--- config.mk ---
export PLATFORM = sky130hd
export DESIGN_NAME = vga_fb_arbiter
export DESIGN_NICKNAME = d
export VERILOG_FILES = /design/src/rtl/vga_fb_arbiter.sv
export SDC_FILE = /design/constraint.sdc
export NUM_CORES = 1
export LEC_CHECK = 0
export ABC_AREA = 1
export BUFFER_PORTS_ARGS = -buffer_cell sky130_fd_sc_hd__buf_2
export CORE_MARGIN = 2
export CORE_UTILIZATION = 57
export DETAILED_ROUTE_END_ITERATION = 16
export PLACE_DENSITY = 0.85
export SYNTH_ARGS = -nofsm -noshare
export SYNTH_HDL_FRONTEND = slang
export SYNTH_SLANG_ARGS = --single-unit
--- constraint.sdc ---
create_clock -name CLOCK_50 -period 3.8 [get_ports CLOCK_50]
set_input_delay 0.76 -clock CLOCK_50 [delete_from_list [all_inputs] [get_ports CLOCK_50]]
set_output_delay 0.76 -clock CLOCK_50 [all_outputs]
set_load 0.1 [all_outputs]
--- src/rtl/vga_fb_arbiter.sv ---
`default_nettype none
// ============================================================================
//  Module      : vga_fb_arbiter
//  Description : 640x480@60 VGA scan-out from a 160x120x12 single-port
//                framebuffer with 4x pixel replication, sharing every RAM
//                slot the display does not need with one pixel writer.
//                Optional power-up auto-clear enabled by macro FB_CLEAR_EN.
//  Revision    : 1.0 - initial release
// ============================================================================
module vga_fb_arbiter #(
    parameter logic [9:0]  H_ACTIVE    = 10'd640,
    parameter logic [9:0]  H_TOTAL     = 10'd800,
    parameter logic [9:0]  HS_START    = 10'd660,
    parameter logic [9:0]  HS_END      = 10'd756,
    parameter logic [9:0]  V_ACTIVE    = 10'd480,
    parameter logic [9:0]  V_TOTAL     = 10'd525,
    parameter logic [9:0]  VS_START    = 10'd494,
    parameter logic [9:0]  VS_END      = 10'd495,
    parameter logic [11:0] CLEAR_COLOR = 12'hCCC
) (
    input  logic        CLOCK_50,
    input  logic        RST_N,
    input  logic        WR_REQ,
    input  logic [14:0] WR_ADDR,
    input  logic [11:0] WR_DATA,
    output logic        WR_ACK,
    output logic        WR_ERR,
    output logic        BUSY,
    output logic [14:0] MEM_ADDR,
    output logic        MEM_WE,
    output logic [11:0] MEM_WDATA,
    input  logic [11:0] MEM_RDATA,
    output logic [3:0]  VGA_R,
    output logic [3:0]  VGA_G,
    output logic [3:0]  VGA_B,
    output logic        VGA_HS,
    output logic        VGA_VS
);

    localparam logic [14:0] FB_WORDS = 15'd19200;
    localparam logic [14:0] FB_LAST  = 15'd19199;

    logic        r_phase;
    logic [9:0]  r_col;
    logic [9:0]  r_line;
    logic [11:0] r_rgb;
    logic        r_hs;
    logic        r_vs;
    logic        r_err;
    logic [14:0] r_last_addr;

    logic        w_active;
    logic        w_disp_slot;
    logic        w_wr_slot;
    logic        w_grant;
    logic        w_addr_ok;
    logic [7:0]  w_row;
    logic [7:0]  w_colw;
    logic [14:0] w_disp_addr;

    logic        w_busy;
    logic        w_clear_we;
    logic [14:0] w_clear_addr;

    assign w_active    = (r_col < H_ACTIVE) && (r_line < V_ACTIVE);
    assign w_disp_slot = !r_phase && w_active;
    assign w_wr_slot   = !w_disp_slot;
    assign w_addr_ok   = (WR_ADDR < FB_WORDS);
    assign w_grant     = RST_N && WR_REQ && !w_busy && w_wr_slot;

    // row*160 + col built from shifts: row*128 + row*32 + col
    assign w_row       = r_line[9:2];
    assign w_colw      = r_col[9:2];
    assign w_disp_addr = {w_row, 7'b0} + {2'b0, w_row, 5'b0} + {7'b0, w_colw};

`ifdef FB_CLEAR_EN
    localparam logic [0:0] ST_CLEAR = 1'b0;
    localparam logic [0:0] ST_RUN   = 1'b1;

    logic [0:0]  r_state;
    logic [0:0]  w_state_next;
    logic [14:0] r_clear_addr;

    // State register: reset always restarts the clear sweep
    always_ff @(posedge CLOCK_50 or negedge RST_N) begin
        if (!RST_N) r_state <= ST_CLEAR;
        else        r_state <= w_state_next;
    end

    // Next state: leave CLEAR once the last framebuffer word is written
    always_comb begin
        w_state_next = r_state;
        if (r_state == ST_CLEAR && w_clear_we && r_clear_addr == FB_LAST)
            w_state_next = ST_RUN;
    end

    // FSM outputs: clear owns every writer-eligible slot while busy
    always_comb begin
        w_busy     = (r_state == ST_CLEAR);
        w_clear_we = (r_state == ST_CLEAR) && w_wr_slot && RST_N;
    end

    // Clear address advances once per clear write
    always_ff @(posedge CLOCK_50 or negedge RST_N) begin
        if (!RST_N)          r_clear_addr <= 15'd0;
        else if (w_clear_we) r_clear_addr <= r_clear_addr + 15'd1;
    end

    assign w_clear_addr = r_clear_addr;
`else
    assign w_busy       = 1'b0;
    assign w_clear_we   = 1'b0;
    assign w_clear_addr = 15'd0;
`endif

    // Phase toggles every cycle; column/line counters advance on phase 1
    always_ff @(posedge CLOCK_50 or negedge RST_N) begin
        if (!RST_N) begin
            r_phase <= 1'b0;
            r_col   <= 10'd0;
            r_line  <= 10'd0;
        end else begin
            r_phase <= ~r_phase;
            if (r_phase) begin
                if (r_col == H_TOTAL - 10'd1) begin
                    r_col  <= 10'd0;
                    r_line <= (r_line == V_TOTAL - 10'd1) ? 10'd0 : r_line + 10'd1;
                end else begin
                    r_col <= r_col + 10'd1;
                end
            end
        end
    end

    // Pixel capture and sync decode at the end of each pixel period
    always_ff @(posedge CLOCK_50 or negedge RST_N) begin
        if (!RST_N) begin
            r_rgb <= 12'h000;
            r_hs  <= 1'b1;
            r_vs  <= 1'b1;
        end else if (r_phase) begin
            r_rgb <= w_active ? MEM_RDATA : 12'h000;
            r_hs  <= !((r_col >= HS_START) && (r_col <= HS_END));
            r_vs  <= !((r_line >= VS_START) && (r_line <= VS_END));
        end
    end

    // Sticky error for an acknowledged out-of-range write
    always_ff @(posedge CLOCK_50 or negedge RST_N) begin
        if (!RST_N)                      r_err <= 1'b0;
        else if (w_grant && !w_addr_ok)  r_err <= 1'b1;
    end

    // Remember the last RAM address so idle slots keep the bus quiet
    always_ff @(posedge CLOCK_50 or negedge RST_N) begin
        if (!RST_N) r_last_addr <= 15'd0;
        else        r_last_addr <= MEM_ADDR;
    end

    // RAM port mux: display read, then clear write, then writer grant
    always_comb begin
        MEM_ADDR  = r_last_addr;
        MEM_WE    = 1'b0;
        MEM_WDATA = WR_DATA;
        if (w_disp_slot) begin
            MEM_ADDR = w_disp_addr;
        end else if (w_clear_we) begin
            MEM_ADDR  = w_clear_addr;
            MEM_WE    = 1'b1;
            MEM_WDATA = CLEAR_COLOR;
        end else if (w_grant) begin
            MEM_ADDR = WR_ADDR;
            MEM_WE   = w_addr_ok;
        end
    end

    assign WR_ACK = w_grant;
    assign WR_ERR = r_err;
    assign BUSY   = w_busy;
    assign VGA_R  = r_rgb[11:8];
    assign VGA_G  = r_rgb[7:4];
    assign VGA_B  = r_rgb[3:0];
    assign VGA_HS = r_hs;
    assign VGA_VS = r_vs;

endmodule
`default_nettype wire

**Word-level counts from Yosys, hierarchy flattened**

Cells that the tools add are included.
W data, S select, Z words.

- Logic and storage cells: 42
- Output and inout bits: 45
- Input bits: 42
- Register bits: 51

- Mux-type cells: 7
- Reduce and logical (&&, ||, !) cells: 13
- Order comparisons: 7
- Bitwise operators: 1
- Equal/unequal tests: 2
- $add $sub $neg: 4

Operators by type and width:

| cell | number |
|---|---|
| $mux W15 | 2 |
| $add A10 B1 Y10 const B | 2 |
| $eq A10 B10 Y1 const B | 2 |
| $mux W10 | 2 |
| $add A15 B13 Y15 | 1 |
| $add A15 B8 Y15 | 1 |
| $lt A15 B15 Y1 const B | 1 |
| $mux W12 | 1 |
| $ge A10 B10 Y1 const B | 1 |
| $ge A10 B9 Y1 const B | 1 |
| $le A10 B10 Y1 const B | 1 |
| $le A10 B9 Y1 const B | 1 |
| $lt A10 B10 Y1 const B | 1 |
| $lt A10 B9 Y1 const B | 1 |
| $logic_and A1 B1 Y1 | 7 |
| $logic_not A1 Y1 | 5 |
| $mux W1 | 2 |
| $reduce_and A2 Y1 | 1 |
| $not A1 Y1 | 1 |

**Depth between registers and ports, before layout**

Gate-level depths: netlist of the first run.

- Depth after elaboration: 7
- Mapped depth: 12
- Depth with buffers taken out: 12

**Least setup slack after synthesis of the first run**

Ideal clock, no wire load.

- Path type: flip-flop to output port
- From: register r_col[9]
- To: output MEM_ADDR[10]
- Required time: 3.040 ns
- Slack: -0.089 ns
- Stages on the path, launching flop included: 10
- Buffers on the path: 0
- Arrival time: 3.129 ns
- Cell sequence: dfrtp_1 > inv_1 > fa_1 > inv_1 > fa_1 > nand2_1 > nand2_1 > nand2_1 > xor2_1 > o21ai_1

- Cells in the longest elaborated chain, start to end: 7
- Elaborated cells between the ends (all ways): 8
- Classes of those cells: add/sub: 1; order compare: 1; mux: 2; reduce/logical: 4

RTL lines:

| element | RTL line | text |
|---|---|---|
| start: declaration | 44 | `logic [9:0] r_col;` |
| start signal: assignment | 129 | `r_col <= r_col + 10'd1;` |
| $lt A10 B10 Y1 | 65 | `assign w_active = (r_col < H_ACTIVE) && (r_line < V_ACTIVE);` |
| $logic_and A1 B1 Y1 | 65 |  |
| $logic_and A1 B1 Y1 | 66 | `assign w_disp_slot = !r_phase && w_active;` |
| $logic_not A1 Y1 | 67 | `assign w_wr_slot = !w_disp_slot;` |
| $logic_and A1 B1 Y1 | 69 | `assign w_grant = RST_N && WR_REQ && !w_busy && w_wr_slot;` |
| $mux W15 | 171 | `end else if (w_grant) begin` |
| $mux W15 * | 165 | `if (w_disp_slot) begin` |
| end: declaration | 29 | `output logic [14:0] MEM_ADDR,` |

Mark *: on every way between the ends. The rest lies on a longest branch, timed or not.

**Worst setup path in the final report of the first run**

- From: register r_line[4]
- To: output MEM_ADDR[10]

- Cells in the longest elaborated chain, start to end: 7
- Elaborated cells between the ends (all ways): 9
- Classes of those cells: add/sub: 2; order compare: 1; mux: 2; reduce/logical: 4

RTL lines:

| element | RTL line | text |
|---|---|---|
| start: declaration | 45 | `logic [9:0] r_line;` |
| start signal: assignment | 127 | `r_line <= (r_line == V_TOTAL - 10'd1) ? 10'd0 : r_line + 10'd1;` |
| parallel branches: the longest is 6 deep, another holds $add A15 B13 Y15 | n/a |  |
| $mux W15 * | 165 |  |

Mark *: on every way between the ends.

==> results of run 1 <==
[worst paths after layout]
path | cells after the start | slack (ps) | endpoint
max in group asynchronous | 2 | 2810 | r_line[9]
hold / removal | 2 | 470 | WR_ERR
setup / recovery | 10 | 380 | MEM_ADDR[10]
hold reg to reg | 2 | 470 | WR_ERR
setup reg to reg | 9 | 1520 | r_last_addr[10]
min in group asynchronous | 2 | 560 | r_last_addr[3]
[cells in the final DEF (no fill, tap or decap), types with 3 or more instances in the layout]
master / count
nand4_1: 12
dfrtp_1: 49
o21ai_1: 6
inv_1: 57
o21ai_0: 32
or2_2: 4
buf_2: 44
xor2_1: 6
clkbuf_8: 5
o211ai_1: 3
ha_1: 19
buf_12: 17
nand2_1: 136
nand3_1: 34
a21oi_1: 6
nor2_1: 28
[layout make-up]
cell class                      instances  area, um2  area share
Timing Repair Buffer                   63        576       0.149
Inverter                               59        221      0.0574
Tap cell                               72       90.1      0.0233
Clock buffer                            6       72.6      0.0188
Clock inverter                          2       17.5     0.00454
Multi-Input combinational cell        305       1610       0.416
Sequential cell                        51       1280       0.331
[worst max-delay path, delay by kind of cell, from the launching register on]
family,cells,cell delay [ps]
buffers and inverters,3,370
and+or+nand+nor,3,240
DFF,1,480
AOI/OAI and AO/OA,1,230
xor gates and xnor gates,1,80
adders and majority gates,2,930
[state kept, by name, summed over array words and instances (netlist names)]
signal	cells
WR_ERR	1
r_line	10
VGA_VS	1
r_phase	1
r_last_addr	15
VGA_HS	1
r_col	10
r_rgb	12
[logic make-up after synthesis]
| family | after synthesis | synth area share |
|---|---|---|
| AND/OR/NAND/NOR | 226 | 0.304 |
| buffers and inverters | 83 | 0.120 |
| flip-flops | 51 | 0.391 |
| AO/OA/AOI/OAI | 50 | 0.0803 |
| adder cells (fa/ha/maj) | 21 | 0.0849 |
| XOR/XNOR | 6 | 0.0161 |
| other | 1 | 0.00115 |
| multiplexers | 1 | 0.00306 |
[per-layer routing]
metal / vias up / global-route usage / share of wire
met5: - / 0 / 0
met4: 0 / 0.0780 / 0.016
met3: 12 / 0.0441 / 0.062
met2: 105 / 0.421 / 0.47
met1: 1341 / 0.301 / 0.45
li1: 1478 / - / -
[per-stage QoR]
stage                     setup slack [ps]  power (mW)
after floorplan                        407       0.762
after global placement                 754       0.777
after detailed placement               664       0.780
after CTS                              367        1.10
after global routing                   198        1.13
final                                  378        1.09
[power by group through the flow]
| stage | Combinational, mW | Clock [mW] | Sequential, mW |
|---|---|---|---|
| 4_1_cts | 0.217 | 0.330 | 0.553 |
| 3_3_place_gp | 0.213 | 0 | 0.564 |
| 6_report | 0.216 | 0.321 | 0.553 |
| 5_1_grt | 0.226 | 0.353 | 0.554 |
| 3_5_place_dp | 0.217 | 0 | 0.563 |
| 2_1_floorplan | 0.150 | 0 | 0.612 |
==> results.cfg, run 1 <==
[pwr]
p_switching_mw = 0.351
p_per_area_nw_per_um2 = 282
ir_worst_vdd_uv = 211
internal-power_mw = 0.739
p_sw_frac = 0.322
p_comb_frac = 0.198
p_seq_frac = 0.508
p_leak_nw = 2.16
clockPowerShare = 0.294

[cells_and_area]
post_layout_nonfiller_instances = 558
antenna_cells = 0
syn_to_final_growth_pct = 18.0
final_cell_area_um2 = 3860
nNetsFinal = 548
drive_gt1_frac = 0.179
fill_cells = 438
fin_util = 0.697

[logic_synthesis]
yosysWarnings = 0
ys_seq_area_frac = 0.391
synth_top_area_frac = 0.375
yosys_most_used_dff = dfrtp_1
syn_inst = 439
ys_async_sr_fraction = 1.00
yosys.area.top_type = dfrtp_1
syn_avg_cell_area_um2 = 7.46
synth_edf_count = 0
synth-seq-cells = 51
syn_area_um2 = 3270
synth.most_common_cell = nand2_1
yosys-top-cells-area = dfrtp_1, nand2_1, ha_1
syn_nets = 502
synth_common_cells = nand2_1, inv_1, dfrtp_1, nand3_1, o21ai_0
ys_types = 32

[detailed_routing]
drc = 0
vias_per_cell = 5.26
detail_route.wl_per_cell_um = 12.6
drt_iter0_markers = 191
wirelength_um = 7030
num_vias = 2936
antenna_left = 0
drtPass1Iterations = 4

[clock_tree]
cts_hold_buf = 0
cts_buffers = 5
clkTransAtPathRegs_ps = 90
cts_max_level = 2
cts_resized = 0
clock_sinks = 51
cts_tree = built
cts_buffer_depth = 2
cts_root_buf = clkbuf_8
postCtsSetupBuffers = 0
clock_latency_ps = 310

[die]
rows = 27
die_h_um = 79.8
die_x_um = 79.8
initial_core_util = 0.591
die_area_um2 = 6360
core_um2 = 5540
boundaryPins = 87

[grt]
grt_overflow = 0
antenna_found_initial = 0
grt_use_total = 0.241
grt_start_max_net_pins = 52
grt_pass1_wl_um = 12300
grt_pass1_vias = 2847

[critical_path]
cp.required_ps = 3040
timing.rr.start = r_line[4]
slowest_stage = dfrtp_1
crit_path_start_kind = register
path_cells = inv_1, fa_1, inv_1, fa_1, nand2_1, nand2_1, nand2_1, xor2_1, o21ai_2, buf_12
crit_path_max_incr_delay_ps = 480
cp.arrival_ps = 2660
path_common_cell = nand2_1
endpoint_kind = output port
worstSetupPathType = reg2out
critical_path.max_fanout = 8
cp-startpoint = r_line[4]

[timing]
maxSlewViolCount = 0
worst_slew_pin_slew_ps = 635
period_share = 0.900
timing.hold.ws_ps = 474
period_needed_ps = 3420
max_freq_mhz = 292
finClkSkew_ps = 8.42
report.final.setup_viol = 0
finalHoldViolCount = 0
rsz0062_at_grt = no
slew_headroom = 0.577
fin_tns_setup_ps = 0

[hold_path]
hp-start = WR_ERR
hp-class = reg2reg

[place]
place_area_um2 = 3770
place_inst = 550
hpwl_um = 5290
numPortBuffers = 61
gp_congestion = 0.882

[outcome]
status = finished clean

[run]
maxCapViolations = 0
No activity file was read; power rests on OpenSTA's default activity.
==> inputs of run 2 (changes only) <==
--- a/config.mk
+++ b/config.mk
@@ -6,10 +6,11 @@
 export NUM_CORES = 1
 export LEC_CHECK = 0
 export ABC_AREA = 1
-export BUFFER_PORTS_ARGS = -buffer_cell sky130_fd_sc_hd__buf_2
 export CORE_MARGIN = 2
-export CORE_UTILIZATION = 57
+export CORE_UTILIZATION = 69
 export DETAILED_ROUTE_END_ITERATION = 16
+export DONT_BUFFER_PORTS = 1
+export GPL_TIMING_DRIVEN = 0
 export PLACE_DENSITY = 0.85
 export SYNTH_ARGS = -nofsm -noshare
 export SYNTH_HDL_FRONTEND = slang
==> run 2 against run 1 <==
  * Sequential share of layout area is 3.3 points higher
  * Sequential power rose by 9.0%
  * Final area shrank 8.9%
  * Clock skew decreased by 3.8 ps
  * First-iteration DRC count fell by 28%
  * Setup slack worse by 200 ps
  * Clock power rose by 5%
  * Count of clock-buffer cells in the layout decreased by 1
  * Core utilization increased by 5.8 points
  * Final cell count fell by 9.5%
  * Maximum frequency fell by 5.4%
==> results.cfg, run 2 (synthesis results as in run 1) <==
[outcome]
status = finished clean

[grt]
grt_use_total = 0.258
grt_overflow = 0
grt_start_max_net_pins = 53
grt_pass1_wl_um = 10700
grt_pass1_vias = 2563
antenna_found_initial = 0

[pwr]
clockPowerShare = 0.307
internal-power_mw = 0.709
ir_worst_vdd_uv = 312
p_switching_mw = 0.394
p_sw_frac = 0.357
p_per_area_nw_per_um2 = 314
p_seq_frac = 0.546
p_comb_frac = 0.147
p_leak_nw = 1.96

[clock_tree]
cts_buffers = 5
cts_buffer_depth = 2
clock_sinks = 51
cts_hold_buf = 0
clock_latency_ps = 320
clkTransAtPathRegs_ps = 100
cts_max_level = 2
cts_root_buf = clkbuf_8
cts_tree = built

[die]
die_area_um2 = 5310
die_h_um = 72.9
die_x_um = 72.9
core_um2 = 4660
rows = 25
initial_core_util = 0.702
boundaryPins = 87

[timing]
worst_slew_pin_slew_ps = 1050
slew_headroom = 0.297
finClkSkew_ps = 4.58
maxSlewViolCount = 0
finalHoldViolCount = 0
max_freq_mhz = 276
fin_tns_setup_ps = 0
period_needed_ps = 3620
rsz0062_at_grt = no
report.final.setup_viol = 0
period_share = 0.952

[hold_path]
hp-class = in2async

[critical_path]
path_cells = inv_1, fa_1, inv_1, fa_1, nand2_1, nand2_1, nand2_1, xor2_1, o21ai_4
slowest_stage = o21ai_4
cp.required_ps = 3040
cp-startpoint = r_col[9]
critical_path.max_fanout = 4
crit_path_max_incr_delay_ps = 610
endpoint_kind = output port
crit_path_start_kind = register
worstSetupPathType = reg2out
cp.arrival_ps = 2860
path_common_cell = nand2_1
timing.rr.start = r_col[9]

[detailed_routing]
drt_iter0_markers = 138
vias_per_cell = 5.52
top_layer = met4
antenna_left = 0
route.met2.wl_um = 3190
drc = 0
met1_length_um = 2860
drtPass1Iterations = 4
wl_met3_um = 487
detail_route.wl_per_cell_um = 13.2
num_vias = 2789
wirelength_um = 6680

[cells_and_area]
final_common_cell = nand2_1
reg_top3 = r_last_addr: 15 flops, r_rgb: 12 flops
fin_util = 0.755
nNetsFinal = 513
largest-register = r_last_addr
syn_to_final_growth_pct = 7.49
drive_gt1_frac = 0.124
antenna_cells = 0
largest_reg_flops = 15
mostFrequentLayoutCells = nand2_1, inv_1, dfrtp_1, nand3_1, o21ai_0

[place]
hpwl_um = 4960
numPortBuffers = 0
gp_congestion = 0.861

[run]
maxCapViolations = 0
[run 2: changes by cell type in the layout (fill, tap and decap cells not counted), sizes merged]
cell | before | now
buf | 63 | 24
clkbuf | 6 | 9
clkinv | 2 | 0
clkinvlp | 0 | 1
inv | 59 | 61
[run 2: what timing repair did]
item                                   CTS  global route
pin swaps                                0             1
endpoints found under the hold margin    0             0
setup endpoints to repair                2             5
gates cloned                             0             0
gates resized for setup                  2             6
setup buffers                            0             2
[run 2: cell type report]
class	count	area [um2]
plain buffers	24	171
repair buffers	4	46.3
clock buffers	5	68.8
flip-flops and latches	51	1280
clock inverters	3	27.5
multi-input cells	305	1630
well taps	54	67.6
fillers	381	1140
inverters	59	221
[run 2: final timing paths]
path / to / slack [ps] / cells past startpoint
max reg2reg: r_last_addr[10] / 1080 / 9
max in group asynchronous: VGA_HS / 3500 / 0
min in group CLOCK_50: r_line[2] / 580 / 2
max: MEM_ADDR[10] / 180 / 9
min reg2reg: r_line[2] / 580 / 2
min: r_rgb[6] / 120 / 0
[run 2: power by group through the flow]
stage                     Clock [mW]  Combinational, mW  Sequential [mW]
final                          0.338              0.162            0.603
after global routing           0.359              0.168            0.604
after CTS                      0.345              0.161            0.603
after detailed placement           0              0.161            0.613
after global placement             0              0.155            0.613
after floorplan                    0              0.150            0.612
[run 2: metrics by stage]
| stage | area [um2] | total power, mW | hold WS (ps) | cells | setup slack [ps] |
|---|---|---|---|---|---|
| 2_1_floorplan | 3280 | 0.762 | 464 | 439 | 407 |
| 3_3_place_gp | 3340 | 0.769 | 466 | 493 | 228 |
| 3_5_place_dp | 3380 | 0.774 | 465 | 495 | 237 |
| 4_1_cts | 3490 | 1.11 | 112 | 503 | 60.8 |
| 5_1_grt | 3520 | 1.13 | 108 | 505 | 23.7 |
| 6_report | 3520 | 1.10 | 123 | 505 | 181 |
[run 2: per-layer routing]
| metal | global-route usage | up-vias |
|---|---|---|
| li1 | - | 1404 |
| met1 | 0.306 | 1261 |
| met2 | 0.445 | 107 |
| met3 | 0.0594 | 17 |
| met4 | 0.115 | 0 |
| met5 | 0 | - |
[run 2: critical path: cells and delay by family (launching register included)]
family | cells | cell delay, ps
AOI/OAI and AO/OA | 1 | 610
xor gates and xnor gates | 1 | 100
adders and majority gates | 2 | 1000
buffers and inverters | 2 | 160
DFF | 1 | 400
and+or+nand+nor | 3 | 260
